`src/rtl/cp0_tlb_op_sched_pkg.sv`:
```
// Shared definitions for the CP0 TLB operation scheduler.
// Provides the one-hot TLB op bit indices (also as `TLBOP_* macros), the
// scheduler state enum and the virtual address type.
`ifndef TLBOP_TLBP
`define TLBOP_TLBP 0
`endif
`ifndef TLBOP_TLBR
`define TLBOP_TLBR 1
`endif
`ifndef TLBOP_TLBWI
`define TLBOP_TLBWI 2
`endif
`ifndef TLBOP_TLBWR
`define TLBOP_TLBWR 3
`endif

package cp0_tlb_op_sched_pkg;

  localparam int TLBOP_TLBP  = `TLBOP_TLBP;
  localparam int TLBOP_TLBR  = `TLBOP_TLBR;
  localparam int TLBOP_TLBWI = `TLBOP_TLBWI;
  localparam int TLBOP_TLBWR = `TLBOP_TLBWR;

  typedef enum logic [2:0] {
    IDLE,
    DRAIN,
    LOOKUP,
    EXEC,
    FLUSH
  } tlb_sched_state_e;

  typedef logic [31:0] virt_t;

endpackage

```
`src/rtl/cp0_tlb_op_sched_if.sv`:
```
// Commit-side request handshake plus the TLBP probe handshake.
// Ports: req_valid/req_op/req_pc/req_ready (commit -> scheduler, valid/ready),
//        tlbp_req/tlbp_ack (scheduler -> TLB lookup unit, request/ack).
// master = commit stage and TLB lookup unit; slave = the scheduler.
interface cp0_tlb_op_sched_if #(
  parameter int TLBOP_W = 4,
  parameter int ADDR_W  = 32
) ();

  logic               req_valid;
  logic [TLBOP_W-1:0] req_op;
  logic [ADDR_W-1:0]  req_pc;
  logic               req_ready;
  logic               tlbp_req;
  logic               tlbp_ack;

  modport master (
    output req_valid, req_op, req_pc, tlbp_ack,
    input  req_ready, tlbp_req
  );

  modport slave (
    input  req_valid, req_op, req_pc, tlbp_ack,
    output req_ready, tlbp_req
  );

endinterface

```
`src/rtl/tlb_seq_perf_cnt.sv`:
```
// Saturating event counter for the TLB scheduler performance statistics.
// Ports: clk, resetn (sync, active-low), inc (count this cycle), cnt (value).
// Holds at all-ones once reached.
module tlb_seq_perf_cnt #(
  parameter int W = 32
) (
  input  logic         clk,
  input  logic         resetn,
  input  logic         inc,
  output logic [W-1:0] cnt
);

  always_ff @(posedge clk) begin
    if (!resetn) begin
      cnt <= '0;
    end else if (inc && (cnt != '1)) begin
      cnt <= cnt + W'(1);
    end
  end

endmodule

```
`src/rtl/cp0_tlb_op_sched.sv`:
```
// Sequences TLBP/TLBR/TLBWI/TLBWR from commit into CP0/TLB: stalls, drains
// in-flight translations, pulses tlb_op, then flushes after TLB writes.
// Ports: clk, resetn (sync, active-low), bus (request + probe handshake),
//        abort, mem_busy in; tlb_op, stall, flush_valid, flush_pc, done,
//        op_err, perf_ops, perf_stall out.
// Optional feature macro: TLB_SEQ_PERF_EN enables saturating perf counters.
module cp0_tlb_op_sched
  import cp0_tlb_op_sched_pkg::*;
#(
  parameter int TLBOP_W = 4,
  parameter int ADDR_W  = 32,
  parameter int PERF_W  = 32
) (
  input  logic               clk,
  input  logic               resetn,
  cp0_tlb_op_sched_if.slave  bus,
  input  logic               abort,
  input  logic               mem_busy,
  output logic [TLBOP_W-1:0] tlb_op,
  output logic               stall,
  output logic               flush_valid,
  output logic [ADDR_W-1:0]  flush_pc,
  output logic               done,
  output logic               op_err,
  output logic [PERF_W-1:0]  perf_ops,
  output logic [PERF_W-1:0]  perf_stall
);

  localparam logic [TLBOP_W-1:0] OP_TLBP = TLBOP_W'(1) << TLBOP_TLBP;

  tlb_sched_state_e   state, state_nx;
  logic [TLBOP_W-1:0] op_q;
  logic [ADDR_W-1:0]  pc_q;
  logic               accept;
  logic               probe_hit;

  // abort from an older instruction blocks acceptance of the same-cycle request
  assign accept    = (state == IDLE) && bus.req_valid && $onehot(bus.req_op) && !abort;
  // abort wins over a coincident probe ack
  assign probe_hit = (state == LOOKUP) && bus.tlbp_ack && !abort;

  always_ff @(posedge clk) begin
    if (!resetn) begin
      state <= IDLE;
    end else begin
      state <= state_nx;
    end
  end

  always_ff @(posedge clk) begin
    if (!resetn) begin
      op_q <= '0;
      pc_q <= '0;
    end else if (accept) begin
      op_q <= bus.req_op;
      pc_q <= bus.req_pc;
    end
  end

  always_comb begin
    state_nx = state;
    case (state)
      IDLE:    if (accept) state_nx = DRAIN;
      DRAIN: begin
        if (abort) begin
          state_nx = IDLE;
        end else if (!mem_busy) begin
          state_nx = op_q[TLBOP_TLBP] ? LOOKUP : EXEC;
        end
      end
      LOOKUP:  if (abort || bus.tlbp_ack) state_nx = IDLE;
      // past this point the op is architecturally committed; abort is ignored
      EXEC:    state_nx = op_q[TLBOP_TLBR] ? IDLE : FLUSH;
      FLUSH:   state_nx = IDLE;
      default: state_nx = IDLE;
    endcase
  end

  always_comb begin
    bus.req_ready = (state == IDLE);
    bus.tlbp_req  = (state == LOOKUP);
    stall         = (state != IDLE);
    tlb_op        = '0;
    done          = 1'b0;
    flush_valid   = 1'b0;
    flush_pc      = '0;
    op_err        = 1'b0;
    case (state)
      IDLE:   op_err = bus.req_valid && !abort && !$onehot(bus.req_op);
      LOOKUP: begin
        if (probe_hit) begin
          tlb_op = OP_TLBP;
          done   = 1'b1;
        end
      end
      EXEC: begin
        tlb_op = op_q;
        done   = op_q[TLBOP_TLBR];
      end
      FLUSH: begin
        flush_valid = 1'b1;
        flush_pc    = pc_q + ADDR_W'(4);
        done        = 1'b1;
      end
      default: ;
    endcase
    // a reset landing mid-operation must not leak a commit pulse
    if (!resetn) begin
      tlb_op      = '0;
      done        = 1'b0;
      flush_valid = 1'b0;
      flush_pc    = '0;
      op_err      = 1'b0;
    end
  end

`ifdef TLB_SEQ_PERF_EN
  tlb_seq_perf_cnt #(.W(PERF_W)) u_perf_ops (
    .clk    (clk),
    .resetn (resetn),
    .inc    (done),
    .cnt    (perf_ops)
  );

  tlb_seq_perf_cnt #(.W(PERF_W)) u_perf_stall (
    .clk    (clk),
    .resetn (resetn),
    .inc    (stall),
    .cnt    (perf_stall)
  );
`else
  assign perf_ops   = '0;
  assign perf_stall = '0;
`endif

endmodule

```
`src/flat_wrapper.sv`:
```
// flat-port wrapper written by rule: the top's interface ports become plain ports
module cp0_tlb_op_sched_flat import cp0_tlb_op_sched_pkg::*;
#(
  parameter int TLBOP_W = 4,
  parameter int ADDR_W  = 32,
  parameter int PERF_W  = 32
)
  (clk, resetn, abort, mem_busy, tlb_op, stall, flush_valid, flush_pc, done, op_err, perf_ops, perf_stall, bus_req_valid, bus_req_op, bus_req_pc, bus_tlbp_ack, bus_req_ready, bus_tlbp_req);
  cp0_tlb_op_sched_if #(.TLBOP_W(TLBOP_W), .ADDR_W(ADDR_W)) bus_i ();
  input  logic clk;
  input  logic resetn;
  input  logic abort;
  input  logic mem_busy;
  output logic [TLBOP_W-1:0] tlb_op;
  output logic stall;
  output logic flush_valid;
  output logic [ADDR_W-1:0] flush_pc;
  output logic done;
  output logic op_err;
  output logic [PERF_W-1:0] perf_ops;
  output logic [PERF_W-1:0] perf_stall;
  input wire logic [$bits(bus_i.req_valid)-1:0] bus_req_valid;
  input wire logic [$bits(bus_i.req_op)-1:0] bus_req_op;
  input wire logic [$bits(bus_i.req_pc)-1:0] bus_req_pc;
  input wire logic [$bits(bus_i.tlbp_ack)-1:0] bus_tlbp_ack;
  output wire logic [$bits(bus_i.req_ready)-1:0] bus_req_ready;
  output wire logic [$bits(bus_i.tlbp_req)-1:0] bus_tlbp_req;
  assign bus_i.req_valid = bus_req_valid;
  assign bus_i.req_op = bus_req_op;
  assign bus_i.req_pc = bus_req_pc;
  assign bus_i.tlbp_ack = bus_tlbp_ack;
  assign bus_req_ready = bus_i.req_ready;
  assign bus_tlbp_req = bus_i.tlbp_req;
  cp0_tlb_op_sched #(.TLBOP_W(TLBOP_W), .ADDR_W(ADDR_W), .PERF_W(PERF_W)) u_core (.clk(clk), .resetn(resetn), .bus(bus_i), .abort(abort), .mem_busy(mem_busy), .tlb_op(tlb_op), .stall(stall), .flush_valid(flush_valid), .flush_pc(flush_pc), .done(done), .op_err(op_err), .perf_ops(perf_ops), .perf_stall(perf_stall));
endmodule
```
`config.mk`:
```
export PLATFORM = sky130hd
export DESIGN_NAME = cp0_tlb_op_sched_flat
export DESIGN_NICKNAME = d
export VERILOG_FILES = /design/src/rtl/cp0_tlb_op_sched_pkg.sv /design/src/rtl/cp0_tlb_op_sched_if.sv /design/src/rtl/tlb_seq_perf_cnt.sv /design/src/rtl/cp0_tlb_op_sched.sv /design/src/flat_wrapper.sv
export SDC_FILE = /design/constraint.sdc
export NUM_CORES = 1
export LEC_CHECK = 0
export BUFFER_PORTS_ARGS = -buffer_cell sky130_fd_sc_hd__buf_2
export CAP_MARGIN = 10
export CORE_ASPECT_RATIO = 0.6
export CORE_MARGIN = 4
export CORE_UTILIZATION = 46
export DETAILED_ROUTE_END_ITERATION = 10
export MAX_ROUTING_LAYER = met4
export PLACE_DENSITY = 0.91
export SYNTH_ARGS = -nofsm -noshare
export SYNTH_HDL_FRONTEND = slang
export SYNTH_SLANG_ARGS = --single-unit
export TNS_END_PERCENT = 100
```
`constraint.sdc`:
```
create_clock -name clk -period 2.64 [get_ports clk]
set_clock_uncertainty 0.1 [all_clocks]
set_input_delay 0.396 -clock clk [delete_from_list [all_inputs] [get_ports clk]]
set_output_delay 0.396 -clock clk [all_outputs]
set_load 0.05 [all_outputs]
```
==> results.ini <==
[floorplan]
ios=148
start_util=0.495
coreArea_um2=5810
die_y_um=69.2
dieArea_um2=7620
die_x_um=110
rows=21

[sta]
finalSetupViolCount=0
timing.final.hold_violations=0
timing.final.crit_share=0.978
finalWorstSetupSlack_ns=0.0582
finalCriticalPeriod_ns=2.58
max_freq_mhz=387
final_max_slew_viol_count=0

[clock_tree]
cts.sinks=39
tritoncts=yes
clockBufferDepth=2
path_clk_slew_ns=0.07
htree_levels=2
clk_latency_ns=0.28
clockRootBuffer=clkbuf_8
cts-buffers-inserted=5

[detailed_routing]
drc=0
drt-initial-drc-count=195
wl_met2_um=3810
vias=2769
drt-vias-per-instance=4.97
drt_pass1_iterations=5
dr_wl_met3_um=627
wirelength_met1_um=3390
routed_wl_um=7850
top_layer_used=met4
wl_per_cell_um=14.1
antenna_left=0

[critical_path]
crit_path_end_kind=output port
r2r_cells=5
crit_required_ns=2.14
crit_fanout=5
r2r_start=u_core.state[0]
crit_type=flop to output port
worstSetupStartpointType=flop
arrival_ns=2.09
timing.rr.end=u_core.pc_q[12]
ff2ff_setup_slack_ns=0.97

[power_and_ir_drop]
p_int_w=0.000868
sw_frac_of_total=0.371
power.density_nw_per_um2=391
peakVddDrop_v=0.000253
power.switching_w=0.000512
p_leak_nw=1.52
p_clk_frac=0.266
pwr-share-comb=0.271
pwr-share-seq=0.463

[placement]
place_area_um2=3190
dp_hpwl_um=5700
io_buffers=83
place_ws_ns=-0.188
gp_congestion=0.905

[global_routing]
grt_pass1_wl_um=12600
antenna_found_initial=0
grt_usage=0.208
overflow=0
grt_max_degree=40
grt_pass1_vias=2616

[logic_synthesis]
ys_types=33
yosysWarnings=0
yosysSeqAreaShare=0.272
ys_seq_elements=39
synthCells=385
synth_area_um2=2870
syn_avg_cell_area_um2=7.46

[cells_and_area]
diodes=0
layout_common_cells=81 x nand2_1, 70 x buf_2, 64 x conb_1
drive_above_1_share=0.333
final_area_um2=3530
syn_to_final_growth_pct=22.9
nets=525
final_common_cell=nand2_1

[job]
maxCapViolations=0

[min_path]
whs_endpoint=u_core.state[1]
holdCritPathClass=input pin to flop
hold_path.startpoint=abort
whs_path_depth=2

[status]
outcome=finished, final reports clean

## sequential cells by signal, indices dropped and copies added, names as in the netlist
signal        flops
u_core.op_q       4
u_core.state      3
u_core.pc_q      32
## area by class of cell
type / count / area [um^2]
flip-flops and latches: 39 / 807
inverters: 4 / 15.0
fillers: 543 / 2270
well taps: 80 / 100
repair buffers: 108 / 669
clock buffers: 6 / 72.6
multi-input cells: 320 / 1870
## cell usage after synthesis (all sizes together)
| master | n | area (um^2) |
|---|---|---|
| xnor2 | 1 | 8.76 |
| o31ai | 9 | 67.6 |
| xor2 | 11 | 96.3 |
| a31oi | 1 | 6.26 |
| and4 | 7 | 61.3 |
| conb | 1 | 3.75 |
| fa | 1 | 20.0 |
| nand4 | 11 | 90.1 |
| nand2b | 4 | 25.0 |
| or3 | 7 | 43.8 |
| nor3b | 2 | 15.0 |
| nor3 | 3 | 20.0 |
| nor2 | 18 | 67.6 |
| and2 | 8 | 50.1 |
| a21boi | 36 | 270 |
| nand3 | 11 | 55.1 |
| or4 | 9 | 67.6 |
| clkbuf | 11 | 41.3 |
| a21oi | 17 | 85.1 |
| nand2 | 82 | 308 |
| inv | 4 | 15.0 |
| nor2b | 2 | 12.5 |
| and3 | 2 | 12.5 |
| buf | 75 | 551 |
| o21ai | 7 | 35.0 |
| ha | 4 | 50.1 |
| dfxtp | 39 | 781 |
| a22oi | 2 | 15.0 |
## power groups by stage
stage	Clock (W)	Combinational [W]	Sequential (W)
after global placement	0	0.000351	0.000646
final	0.000367	0.000374	0.000639
after detailed placement	0	0.000356	0.000648
after floorplan	0	0.000369	0.000641
after CTS	0.000379	0.000361	0.000636
after global routing	0.000403	0.000400	0.000642
## logic make-up (layout without fill, tap and decap cells)
logic type / after synthesis / after routing / synth area share
AO/OA/AOI/OAI: 72 / 72 / 0.167
AND/OR/NAND/NOR: 166 / 167 / 0.288
other: 1 / 64 / 0.00130
buffers and inverters: 90 / 118 / 0.211
flip-flops: 39 / 39 / 0.272
adder cells (fa/ha/maj): 5 / 5 / 0.0244
XOR/XNOR: 12 / 12 / 0.0366
## repair_timing
| action | 4_1_cts | 5_1_grt |
|---|---|---|
| gates resized for setup | 38 | 35 |
| setup buffers | 2 | 5 |
| setup endpoints to repair | 17 | 16 |
| hold buffers | 0 | 0 |
| pin swaps | 3 | 10 |
| cloned | 1 | 0 |
## metal layers
metal | vias to the layer above | GRT usage
met3 | 2 | 0.0428
met1 | 1291 | 0.285
met2 | 111 | 0.327
li1 | 1365 | -
met4 | 0 | 0.0235
met5 | - | -
## per-stage QoR
step / setup TNS, ns / instances / util / total power [W] / hold slack [ns]
2_1_floorplan: 0 / 448 / - / 0.00101 / 0.327
3_3_place_gp: -0.333 / 543 / 0.550 / 0.000998 / 0.348
3_5_place_dp: -4.52 / 543 / 0.550 / 0.00100 / 0.354
4_1_cts: 0 / 552 / 0.585 / 0.00138 / 0.211
5_1_grt: -0.0529 / 557 / 0.608 / 0.00144 / 0.212
6_report: 0 / 557 / 0.608 / 0.00138 / 0.219
## worst max-delay path: stages (launching register included)
cell and delay, ns:
dfxtp_4 0.38, ha_4 0.15, and4_4 0.25, nand4_4 0.15, or4_4 0.53, a21oi_4 0.17, buf_6 0.17
## worst max-delay path by stage
stage                    startpoint               to  slack (ns)
finish               u_core.pc_q[2]     flush_pc[24]        0.06
global route         u_core.pc_q[2]     flush_pc[18]       -0.01
CTS                 u_core.pc_q[15]     flush_pc[31]      0.0002
detailed placement    bus_req_op[2]  u_core.pc_q[10]       -0.19
global placement      bus_req_op[2]  u_core.pc_q[18]       -0.03
floorplan            u_core.pc_q[2]     flush_pc[18]       0.001
(Power assumes the default switching activity.)
